$ cat src/rtl/demux_pkg.sv
// Shared definitions for the 8:1 bit-select serial path. The serializer and the
// deserializer both import this so they agree on word width and on bit order:
// bit k of a word travels in serial slot k, LSB first.
package demux_pkg;

  localparam int unsigned N     = 8;           // word width / number of demux slots
  localparam int unsigned SEL_W = $clog2(N);   // select / index width

  typedef logic [N-1:0] word_t;

endpackage

$ cat src/rtl/deser_hold_reg.sv
// One-entry valid/ready holding stage for a parallel word.
//
// Ports:
//   clk       in   clock, rising edge
//   rst_n     in   synchronous active-low reset
//   load      in   a new word is offered this cycle
//   load_data in   W  word to capture
//   ready     in   downstream accepts data this cycle
//   data      out  W  held word, stable while valid && !ready
//   valid     out  data holds an unconsumed word
//   overrun   out  sticky: a load arrived while full and not draining
module deser_hold_reg #(
  parameter int unsigned W = 8
) (
  input  logic         clk,
  input  logic         rst_n,
  input  logic         load,
  input  logic [W-1:0] load_data,
  input  logic         ready,
  output logic [W-1:0] data,
  output logic         valid,
  output logic         overrun
);

  logic [W-1:0] data_q, data_d;
  logic         valid_q, valid_d;
  logic         ovr_q, ovr_d;
  logic         stalled;

  // Full and nobody draining this cycle: a load here has nowhere to go.
  assign stalled = valid_q && !ready;

  always_comb begin
    data_d  = data_q;
    valid_d = valid_q;
    ovr_d   = ovr_q;
    if (load) begin
      if (stalled) begin
        // Keep the old word; the incoming one is lost.
        ovr_d = 1'b1;
      end else begin
        // Covers both empty and simultaneous consume-and-reload.
        data_d  = load_data;
        valid_d = 1'b1;
      end
    end else if (valid_q && ready) begin
      valid_d = 1'b0;
    end
  end

  always_ff @(posedge clk) begin
    if (!rst_n) begin
      data_q  <= '0;
      valid_q <= 1'b0;
      ovr_q   <= 1'b0;
    end else begin
      data_q  <= data_d;
      valid_q <= valid_d;
      ovr_q   <= ovr_d;
    end
  end

  assign data    = data_q;
  assign valid   = valid_q;
  assign overrun = ovr_q;

endmodule

$ cat src/rtl/demux_1x8_deser.sv
// Sequential 1-to-N demultiplexing deserializer. A select counter steers each
// accepted serial bit into slot bit_idx of an assembly register; the bit that
// fills slot N-1 completes the word, which moves into a one-entry hold stage.
//
// Ports:
//   clk        in   clock, rising edge
//   rst_n      in   synchronous active-low reset
//   din        in   serial data bit
//   din_valid  in   din is valid this cycle
//   din_ready  out  din is accepted this cycle (combinational, no path from din)
//   flush      in   drop the partial word and restart at slot 0
//   dout       out  N  completed word, bit k = k-th accepted bit
//   out_valid  out  dout holds an unconsumed word
//   out_ready  in   consumer accepts dout
//   bit_idx    out  SEL_W  slot the next accepted bit fills
//   overrun    out  sticky protocol-violation flag
module demux_1x8_deser #(
  parameter int unsigned N     = demux_pkg::N,
  parameter int unsigned SEL_W = demux_pkg::SEL_W
) (
  input  logic             clk,
  input  logic             rst_n,
  input  logic             din,
  input  logic             din_valid,
  output logic             din_ready,
  input  logic             flush,
  output logic [N-1:0]     dout,
  output logic             out_valid,
  input  logic             out_ready,
  output logic [SEL_W-1:0] bit_idx,
  output logic             overrun
);

  import demux_pkg::*;

  // N must be a power of two so the index wraps naturally at SEL_W bits.
  localparam logic [SEL_W-1:0] LastIdx = SEL_W'(N - 1);

  logic [SEL_W-1:0] idx_q, idx_d;
  logic [N-1:0]     asm_q, asm_d;
  logic             last_slot;
  logic             accept;
  logic             complete;

  assign last_slot = (idx_q == LastIdx);

  // Only the completing bit can stall: slots 0..N-2 never touch the hold.
  assign din_ready = !(out_valid && !out_ready && last_slot);

  // Flush wins over a concurrent bit, which is simply dropped.
  assign accept   = din_valid && din_ready && !flush;
  assign complete = accept && last_slot;

  always_comb begin
    asm_d = asm_q;
    idx_d = idx_q;
    if (flush) begin
      // Stale asm bits are harmless: every slot is rewritten before the next completion.
      idx_d = '0;
    end else if (accept) begin
      asm_d[idx_q] = din;
      idx_d        = idx_q + SEL_W'(1);
    end
  end

  always_ff @(posedge clk) begin
    if (!rst_n) begin
      idx_q <= '0;
      asm_q <= '0;
    end else begin
      idx_q <= idx_d;
      asm_q <= asm_d;
    end
  end

  deser_hold_reg #(
    .W (N)
  ) u_hold (
    .clk       (clk),
    .rst_n     (rst_n),
    .load      (complete),
    .load_data ({din, asm_q[N-2:0]}),
    .ready     (out_ready),
    .data      (dout),
    .valid     (out_valid),
    .overrun   (overrun)
  );

  assign bit_idx = idx_q;

endmodule

$ cat config.mk
export PLATFORM = sky130hd
export DESIGN_NAME = demux_1x8_deser
export DESIGN_NICKNAME = d
export VERILOG_FILES = /design/src/rtl/demux_pkg.sv /design/src/rtl/deser_hold_reg.sv /design/src/rtl/demux_1x8_deser.sv
export SDC_FILE = /design/constraint.sdc
export NUM_CORES = 1
export LEC_CHECK = 0
export BUFFER_PORTS_ARGS = -buffer_cell sky130_fd_sc_hd__buf_2
export CORE_UTILIZATION = 35
export DETAILED_ROUTE_END_ITERATION = 8
export SYNTH_ARGS = -nofsm -noshare
export SYNTH_HDL_FRONTEND = slang
export SYNTH_SLANG_ARGS = --single-unit
$ cat constraint.sdc
create_clock -name clk -period 2.1 [get_ports clk]
set_clock_uncertainty 0.05 [all_clocks]
set_input_delay 0.42 -clock clk [delete_from_list [all_inputs] [get_ports clk]]
set_output_delay 0.42 -clock clk [all_outputs]
set_load 0.005 [all_outputs]
==> results of run 1 <==
[repair_timing]
| item | 4_1_cts | 5_1_grt |
|---|---|---|
| setup buffers | 0 | 0 |
| gates resized for setup | 1 | 0 |
| setup endpoints to repair | 1 | 0 |
[layout make-up]
| cell class | count | area (um2) | share of cell area [%] |
|---|---|---|---|
| Multi-Input combinational cell | 70 | 519 | 46.4 |
| Inverter | 1 | 6.26 | 0.559 |
| Clock buffer | 4 | 36.3 | 3.24 |
| Timing Repair Buffer | 22 | 118 | 10.5 |
| Sequential cell | 20 | 402 | 35.9 |
| Tap cell | 30 | 37.5 | 3.36 |
[critical path: stages (launching register included)]
cell and delay [ns]:
dfxtp_2 0.38, ha_1 0.21, ha_1 0.20, and3b_1 0.21, inv_4 0.10, buf_2 0.12
[routing by layer]
metal | global-route usage, % | routed length [um] | part of all wire, %
met5 | 0 | 0 | 0
met4 | 2.56 | 12 | 0.60
met3 | 5.83 | 85 | 4.3
met2 | 25.0 | 979 | 49
met1 | 19.6 | 913 | 46
[flip-flops by register name, indices dropped and copies added, names as in the netlist]
register	count
asm_q	7
bit_idx	3
u_hold.data	8
u_hold.overrun	1
u_hold.valid	1
[stage by stage]
step	power, W	cell area [um2]	cells	hold WS, ns	setup slack, ns
floorplan	0.000412	955	96	0.385	0.376
global placement	0.000424	1080	143	0.389	0.372
detailed placement	0.000425	1080	143	0.396	0.303
CTS	0.000654	1120	147	0.310	0.0826
global route	0.000672	1120	147	0.323	0.0167
finish	0.000649	1120	147	0.309	0.102
[worst max-delay path by stage]
stage / slack [ns] / start / end / cells after the start
floorplan: 0.38 / bit_idx[1] / din_ready / 5
global placement: 0.37 / bit_idx[0] / asm_q[5] / 6
detailed placement: 0.30 / bit_idx[0] / asm_q[5] / 6
CTS: 0.08 / bit_idx[0] / din_ready / 5
global route: 0.02 / bit_idx[0] / din_ready / 5
finish: 0.10 / bit_idx[0] / din_ready / 5
[cell usage in the layout, fill, tap and decap left out]
cell type | synthesis | layout
and2_1 | 1 | 1
nand3b_4 | 1 | 1
nor4b_4 | 2 | 2
nor2b_1 | 2 | 2
dfxtp_1 | 20 | 19
nor3b_4 | 1 | 1
mux2i_1 | 7 | 7
a21boi_1 | 6 | 6
buf_2 | 2 | 19
nand3_1 | 11 | 11
a21boi_0 | 3 | 3
nand4_1 | 1 | 1
buf_4 | 0 | 3
dfxtp_2 | 0 | 1
a21oi_1 | 3 | 3
nor4_4 | 1 | 1
nand4b_1 | 2 | 2
nand2_1 | 9 | 9
inv_4 | 1 | 1
nand2b_1 | 3 | 3
and3b_1 | 2 | 2
clkbuf_4 | 0 | 3
nand3b_1 | 1 | 1
nor2_1 | 1 | 1
o21ai_0 | 11 | 11
ha_1 | 2 | 2
clkbuf_8 | 0 | 1
[cell families after synthesis]
kind of cell               Yosys count
and+or+nand+nor                     38
DFF                                 20
buffers and inverters                6
adders and majority gates            2
AOI/OAI and AO/OA                   23
muxes                                7
[power by group through the flow]
stage	logic, W	registers [W]	clock network (W)
floorplan	0.0000205	0.000392	0
global placement	0.0000326	0.000392	0
detailed placement	0.0000334	0.000392	0
CTS	0.0000335	0.000383	0.000237
global route	0.0000366	0.000384	0.000251
finish	0.0000336	0.000383	0.000232
==> out/results.ini, run 1 <==
[floorplan]
dieArea_um2=2940
die_w_um=54.2
initial_core_util_pct=37.8
rows=18
ios=20
dieHeight_um=54.2
core_um2=2520

[final_layout]
antenna_cells=0
final_core_util_pct=44.3
nets=126
fillerInstances=260
drive_gt1_share_pct=28.2
syn2layout_area_growth_pct=17.2

[synth]
yosys.area_share.simple_pct=30.0
synthXorXnorAreaFrac_pct=0
synth_commonest_cells=dfxtp_1, nand3_1, o21ai_0, nand2_1, mux2i_1
synth_area_um2=955
synth_compound_area_share_pct=14.4
async_flop_share_pct=0
ys_seq_elements=20
yosysSeqAreaShare_pct=41.9
synthesis.nets=104
synthMostInstantiatedCell=dfxtp_1
synthMuxAreaShare_pct=7.34
synth-edff-count=0
yosys.area.top_type=dfxtp_1
yosys.area.top_type_share_pct=41.9
synth_top_family_by_area=simple AND/OR/NAND/NOR gates
ys.flop_type=dfxtp_1
avgSynthCellArea_um2=9.94
synth_area_leaders=dfxtp_1, mux2i_1, nand3_1
yosysWarnings=0
synthCells=96
synth_cell_types=25
synthAdderAreaFrac_pct=2.62

[route]
drt-total-wl_um=1990
wl_per_cell_um=13.6
dr.pass1.iters=4
num_vias=767
antenna_left=0
drc_errors=0
drt_iter0_markers=11
routed_via_density=5.22

[power]
p_int_w=0.000502
sequentialPowerShare_pct=59.1
p_leak_nw=0.465
combPwrFrac_pct=5.2
p_per_area_nw_per_um2=580
p_sw_share_pct=22.7
ir_worst_vdd_v=0.000588
pwr-share-clk_pct=35.7
switchingPower_w=0.000147

[sta]
slew_violations=0
hold_viol=0
rsz0062_at_grt=no
period_needed_ns=2.00
tns_ns=0
slew_headroom_pct=69.0
fmaxAchievable_mhz=501
post-route-period-util_pct=95.1
worst_pin_slew_ns=0.463
setup_viol=0

[critical_path]
rrSetupSlack_ns=0.33
critical_path.max_fanout=8
crit_path_start_kind=register
critical_path_class=reg2out
reg2reg_depth=6
worstReg2RegStart=bit_idx[0]
r2r_end=asm_q[5]
crit_arrival_ns=1.53
end_kind=primary output
cp.required_ns=1.63

[global_routing]
grt_max_degree=20
grt_pass1_vias=669
grt_pass1_wl_um=3180
antenna_found_initial=0
grt_overflow=0
grt_usage_pct=15.4

[hold_path]
timing.hold.worst.start=din
holdPathEnd=u_hold.data[7]
hp-class=in2reg
hold-path-cell-count=3

[outcome]
status=completed

[clocking]
cts-root-buf=clkbuf_4
hold_buffers=0
clock-sinks=20
cts_tree=built
clockBufferDepth=2
clkSlewWorstSetupHoldPaths_ns=0.12
htreeDepth=1
clk-insertion-delay-late_ns=0.31
cts_made_buffers=3

[placement]
io_buffers=19
place_congestion=0.722
place_hpwl_um=1490

[run]
maxCapViolCount=0

(Power assumes the default switching activity.)
==> run 2: changes to the inputs <==
CORE_MARGIN = 1   (was not set)
clock period = 2.5 ns   (was 2.1 ns; I/O delays follow)
==> run 2 against run 1 <==
  * Worst hold slack improved by 0.096 ns
  * Non-clock buffer count fell by 2
  * First-iteration DRC count fell by 45%
  * Sequential power fell by 16%
  * Routed wire length fell by 11%
  * Via count fell by 3.8%
  * Final cell count fell by 1.4%
  * Critical path type unchanged
  * Largest power group unchanged
  * Highest routed layer unchanged
==> out/results.ini, run 2 (synthesis results as in run 1) <==
[clocking]
htreeDepth=1  ; unchanged
post_cts_buffers=0  ; unchanged
cts_made_buffers=3  ; unchanged
clk-insertion-delay-late_ns=0.30  ; was 0.31 ns
clockBufferDepth=2  ; unchanged
cts_tree=built  ; unchanged
cts-root-buf=clkbuf_4  ; unchanged
clkSlewWorstSetupHoldPaths_ns=0.11  ; was 0.12 ns
clock-sinks=20  ; unchanged

[critical_path]
crit_chain=ha_1 -> ha_1 -> and3b_2 -> inv_4 -> buf_2  ; was ha_1 -> ha_1 -> and3b_1 -> inv_4 -> buf_2
critical_path.max_fanout=8  ; unchanged
crit_path_max_incr_delay_ns=0.50  ; was 0.38 ns
crit_arrival_ns=1.73  ; was 1.53 ns
critical_path_class=reg2out  ; unchanged
rrSetupSlack_ns=0.77  ; was 0.33 ns
cp.buffers_inverters=2  ; unchanged
cp.required_ns=1.95  ; was 1.63 ns
critPathMostFrequentCell=ha_1  ; unchanged
cp_slowest_cell=dfxtp_1  ; was dfxtp_2
crit_path_start_kind=register  ; unchanged
end_kind=primary output  ; unchanged
path_delay_family=flip-flops  ; was adder cells

[power]
ir_worst_vdd_v=0.000304  ; was 0.000588 V
combPwrFrac_pct=5.1  ; was 5.2%
pwr-share-clk_pct=35.0  ; was 35.7%
switchingPower_w=0.000116  ; was 0.000147 W
p_int_w=0.000421  ; was 0.000502 W
p_leak_nw=0.453  ; was 0.465 nW
p_per_area_nw_per_um2=487  ; was 580 nW/um2
p_sw_share_pct=21.6  ; was 22.7%
sequentialPowerShare_pct=59.9  ; was 59.1%

[global_routing]
grt_overflow=0  ; unchanged
antenna_found_initial=0  ; unchanged
grt_pass1_wl_um=2770  ; was 3180 um
grt_usage_pct=13.4  ; was 15.4%
grt_pass1_vias=605  ; was 669
grt_max_degree=20  ; unchanged

[placement]
pre_cts_slack_ns=0.404  ; was 0.303 ns
io_buffers=19  ; unchanged
placed_area_um2=1070  ; was 1080 um2
placedCellCount=141  ; was 143
place_congestion=0.724  ; was 0.722
place_hpwl_um=1360  ; was 1490 um

[sta]
fmaxAchievable_mhz=439
slew_violations=0  ; unchanged
setup_viol=0  ; unchanged
tns_ns=0  ; unchanged
rsz0062_at_grt=no  ; unchanged
post-route-period-util_pct=91.1
hold_viol=0  ; unchanged
slew_headroom_pct=70.2  ; was 69.0%
setup_slack_ns=0.224  ; was 0.102 ns
period_needed_ns=2.28
worst_pin_slew_ns=0.446  ; was 0.463 ns

[final_layout]
multiInputGateArea_um2=520  ; was 519 um2
design_area_um2=1100  ; was 1120 um2
syn2layout_area_growth_pct=15.6  ; was 17.2%
nets=124  ; was 126
largest_reg_flops=8  ; unchanged
finalNonFillerCells=145  ; was 147
final_core_util_pct=43.8  ; was 44.3%
layout_commonest_cell=dfxtp_1
final_cell_mix=dfxtp_1, buf_2, nand3_1, o21ai_0, nand2_1  ; unchanged
antenna_cells=0  ; unchanged
seqCellArea_um2=400  ; was 402 um2
fillerInstances=268  ; was 260
drive_gt1_share_pct=27.0  ; was 28.2%

[route]
dr.pass1.iters=2  ; was 4
num_vias=738  ; was 767
drt_iter0_markers=6  ; was 11
routed_via_density=5.09  ; was 5.22
antenna_left=0  ; unchanged
drt-total-wl_um=1780  ; was 1990 um
wl_per_cell_um=12.3  ; was 13.6 um
drc_errors=0  ; unchanged

[run]
maxCapViolCount=0  ; unchanged

[hold_path]
hp-class=in2reg  ; unchanged

[floorplan]
die_w_um=54.2  ; unchanged
initial_core_util_pct=37.8  ; unchanged
ios=20  ; unchanged
rows=18  ; unchanged
dieHeight_um=54.2  ; unchanged
dieArea_um2=2940  ; unchanged
core_um2=2520  ; unchanged

[outcome]
status=completed  ; unchanged

## run 2: cell type report
cell class	count	share of cell area, %
Clock buffer	4	3.29
Inverter	1	0.567
Multi-Input combinational cell	70	47.2
Sequential cell	20	36.3
Timing Repair Buffer	20	9.30
Tap cell	30	3.40
## run 2: metrics by stage
| stage | hold WS (ns) | total power [W] |
|---|---|---|
| global route | 0.411 | 0.000560 |
| detailed placement | 0.389 | 0.000357 |
| floorplan | 0.385 | 0.000346 |
| CTS | 0.399 | 0.000549 |
| global placement | 0.389 | 0.000356 |
| finish | 0.406 | 0.000537 |
## run 2: worst paths after layout
check	startpoint	endpoint	depth (start not counted)
max reg2reg	bit_idx[0]	asm_q[3]	5
min reg2reg	asm_q[0]	asm_q[0]	2
max	bit_idx[0]	din_ready	5
min	din	u_hold.data[7]	3
## run 2: power groups by stage
stage,registers [W],logic [W],clock network (W)
floorplan,0.000329,0.0000172,0
global placement,0.000329,0.0000272,0
detailed placement,0.000329,0.0000274,0
CTS,0.000322,0.0000276,0.000200
global route,0.000322,0.0000300,0.000208
finish,0.000322,0.0000275,0.000188
## run 2: repair_timing
action                     4_1_cts  5_1_grt
resized for setup                0        1
setup endpoints to repair        0        1
hold buffers                     0        0
## run 2: worst reg2reg max path, stage by stage, from the launching register on
cell,delay (ns)
dfxtp_1,0.40
ha_1,0.23
ha_1,0.20
and3b_2,0.29
nor4b_4,0.29
mux2i_1,0.20
## run 2: metal layers
| metal | wire (um) | global-route usage [%] |
|---|---|---|
| met1 | 870 | 17.4 |
| met2 | 836 | 20.5 |
| met3 | 60 | 5.00 |
| met4 | 12 | 3.85 |
| met5 | 0 | 0 |
==> run 3: changes to the inputs <==
SYNTH_HIERARCHICAL = 1   (was not set)
==> run 3 against run 2 <==
  * Non-clock buffer count rose by 1
  * Sequential share of layout area fell by 0.96 points
  * Global-route usage rose by 0.64 points
  * Power rose by 15%
  * Sequential cell count did not move
  * Critical path depth rose by 2
  * Setup slack improved by 0.081 ns
  * Worst hold slack improved by 0.0030 ns
  * Fmax rose by 3.7%
  * Clock power rose by 41%
==> out/results.ini, run 3 <==
[final_layout]
antenna_cells=0  ; unchanged
drive_gt1_share_pct=29.3  ; was 27.0%
largest_reg_flops=8  ; unchanged
nets=125  ; was 124
layout_commonest_cell=nand2_1  ; was dfxtp_1
syn2layout_area_growth_pct=16.6  ; was 15.6%
fillerInstances=263  ; was 268
final_cell_mix=nand2_1, dfxtp_1, buf_2  ; was dfxtp_1, buf_2, nand3_1, o21ai_0, nand2_1

[sta]
setup_viol=0  ; unchanged
fmaxAchievable_mhz=455  ; was 439 MHz
period_needed_ns=2.20  ; was 2.28 ns
rsz0062_at_grt=no  ; unchanged
tns_ns=0  ; unchanged
post-route-period-util_pct=87.8  ; was 91.1%
worst_pin_slew_ns=0.518  ; was 0.446 ns
slew_violations=0  ; unchanged
hold_viol=0  ; unchanged
slew_headroom_pct=65.3  ; was 70.2%

[synth]
synthMuxAreaShare_pct=15.4  ; was 7.34%
ys_seq_elements=20  ; unchanged
synth_cell_types=27  ; was 25
synthAdderAreaFrac_pct=2.57  ; was 2.62%
synthXorXnorAreaFrac_pct=0  ; unchanged
ys.flop_type=dfxtp_1  ; unchanged
yosys.area.top_type=dfxtp_1  ; unchanged
yosysSeqAreaShare_pct=41.2  ; was 41.9%
synth-edff-count=0  ; unchanged
avgSynthCellArea_um2=10.1  ; was 9.94 um2
synthMostInstantiatedCell=nand2_1  ; was dfxtp_1
yosysWarnings=6  ; was 0
synthesis.nets=104  ; unchanged
async_flop_share_pct=0  ; unchanged
synth_commonest_cells=nand2_1, dfxtp_1, mux2i_1, a21oi_1  ; was dfxtp_1, nand3_1, o21ai_0, nand2_1, mux2i_1
synth_area_um2=972  ; was 955 um2
synth_top_family_by_area=simple AND/OR/NAND/NOR gates  ; unchanged
synthCells=96  ; unchanged
synth_compound_area_share_pct=4.38  ; was 14.4%
yosys.area_share.simple_pct=31.8  ; was 30.0%
synth_area_leaders=dfxtp_1, mux2i_1, nand2_1  ; was dfxtp_1, mux2i_1, nand3_1
yosys.area.top_type_share_pct=41.2  ; was 41.9%

[clocking]
htreeDepth=1  ; unchanged
clockBufferDepth=2  ; unchanged
clock-sinks=20  ; unchanged
clkSlewWorstSetupHoldPaths_ns=0.12  ; was 0.11 ns
cts_tree=built  ; unchanged
post_cts_buffers=0  ; unchanged
hold_buffers=0  ; unchanged
cts-root-buf=clkbuf_4  ; unchanged
cts-resized-gates=0  ; unchanged
clk-insertion-delay-late_ns=0.30  ; about the same
cts_made_buffers=3  ; unchanged

[global_routing]
antenna_found_initial=0  ; unchanged
grt_max_degree=28  ; was 20
grt_pass1_vias=686  ; was 605
grt_pass1_wl_um=2930  ; was 2770 um
grt_overflow=0  ; unchanged
grt_usage_pct=14.0  ; was 13.4%

[power]
pwr-share-clk_pct=43.2  ; was 35.0%
sequentialPowerShare_pct=52.3  ; was 59.9%
combPwrFrac_pct=4.5  ; was 5.1%
switchingPower_w=0.000123  ; was 0.000116 W
p_leak_nw=0.466  ; was 0.453 nW
power_w=0.000616  ; was 0.000537 W
p_sw_share_pct=20.0  ; was 21.6%
p_per_area_nw_per_um2=543  ; was 487 nW/um2
ir_worst_vdd_v=0.000351  ; was 0.000304 V
p_int_w=0.000492  ; was 0.000421 W

[critical_path]
cp.required_ns=2.68  ; was 1.95 ns
cp_slowest_cell=nor2b_2  ; was dfxtp_1
worst-path-stages=7  ; was 5
crit_chain=ha_1 -> ha_1 -> and3b_1 -> inv_4 -> and3_2 -> nor2b_2 -> mux2i_1  ; was ha_1 -> ha_1 -> and3b_2 -> inv_4 -> buf_2
crit_arrival_ns=2.38  ; was 1.73 ns
cp.buffers_inverters=1  ; was 2
crit_path_max_incr_delay_ns=0.46  ; was 0.50 ns
critical_path.max_fanout=9  ; was 8
path_delay_family=simple AND/OR/NAND/NOR gates  ; was flip-flops
reg2reg_depth=7  ; was 5
crit_path_start_kind=register  ; unchanged
critical_path_class=reg2reg  ; was reg2out
critPathMostFrequentCell=ha_1  ; unchanged
end_kind=register  ; was primary output

[floorplan]
rows=18  ; unchanged
dieArea_um2=2990  ; was 2940 um2
die_w_um=54.7  ; was 54.2 um
dieHeight_um=54.7  ; was 54.2 um
ios=20  ; unchanged
core_um2=2540  ; was 2520 um2
initial_core_util_pct=38.2  ; was 37.8%

[hold_path]
hold-path-cell-count=3  ; unchanged
hp-class=in2reg  ; unchanged

[route]
wl_met3_um=53  ; was 60 um
drc_errors=0  ; unchanged
drt_iter0_markers=4  ; was 6
wl_per_cell_um=11.7  ; was 12.3 um
num_vias=719  ; was 738
antenna_left=0  ; unchanged
routed_via_density=4.92  ; was 5.09
m1WireLength_um=834  ; was 870 um
dr_wl_met2_um=807  ; was 836 um
drt-total-wl_um=1710  ; was 1780 um
dr.pass1.iters=3  ; was 2
maxUsedRoutingLayer=met4  ; unchanged

[placement]
io_buffers=19  ; unchanged
place_hpwl_um=1240  ; was 1360 um
place_congestion=0.841  ; was 0.724

[run]
maxCapViolCount=0  ; unchanged

[outcome]
status=completed  ; unchanged

## run 3: changes by cell type after synthesis, moves of 2 or more
cell,change
mux2i_1,+8
nand2b_1,-2
o21ai_0,-8
nand2_1,+16
a21boi_0,-3
a21boi_1,-6
nand3_1,-8
## run 3: final timing paths
path | start | endpoint | slack (ns)
setup / recovery | bit_idx[0] | u_hold/data[3] | 0.30
hold / removal | din | u_hold/data[7] | 0.41
hold reg to reg | u_hold/data[4] | u_hold/data[4] | 0.41
setup reg to reg | bit_idx[0] | u_hold/data[3] | 0.30
## run 3: logic make-up (layout without fill, tap and decap cells)
logic type | after synthesis | after routing
multiplexers | 15 | 15
buffers and inverters | 6 | 26
adder cells (fa/ha/maj) | 2 | 2
flip-flops | 20 | 20
AO/OA/AOI/OAI | 8 | 8
AND/OR/NAND/NOR | 45 | 45
## run 3: final cells by class
class	instances	area, um2	area share (%)
Timing Repair Buffer	21	110	9.71
Inverter	1	6.26	0.552
Clock inverter	1	30.0	2.65
Tap cell	30	37.5	3.31
Sequential cell	20	400	35.3
Clock buffer	3	22.5	1.99
Multi-Input combinational cell	70	527	46.5
## run 3: layer usage
layer | track usage (%) | up-vias
li1 | - | 368
met1 | 16.8 | 339
met2 | 22.5 | 10
met3 | 2.78 | 2
met4 | 8.97 | 0
met5 | 0 | -
## run 3: worst register-to-register path: cells and delay by family (launching register included)
kind	cells	cell delay, ns
and+or+nand+nor	3	0.88
adders and majority gates	2	0.43
DFF	1	0.42
buffers and inverters	1	0.10
muxes	1	0.25
## run 3: metrics by stage
stage                     instances  area, um2  setup WS (ns)  hold WS, ns  utilization, %
after floorplan                  96        972          0.506        0.385               -
after global placement          142       1080          0.407        0.392            42.5
after global routing            146       1130          0.149        0.407            44.5
after detailed placement        142       1080          0.351        0.399            42.5
final                           146       1130          0.305        0.409            44.5
after CTS                       146       1130          0.295        0.400            44.5
## run 3: power by group through the flow
stage,sequential [W],combinational [W],clock [W]
after floorplan,0.000329,0.0000185,0
after global placement,0.000329,0.0000275,0
after detailed placement,0.000329,0.0000282,0
after CTS,0.000322,0.0000282,0.000274
after global routing,0.000323,0.0000312,0.000291
final,0.000322,0.0000277,0.000266
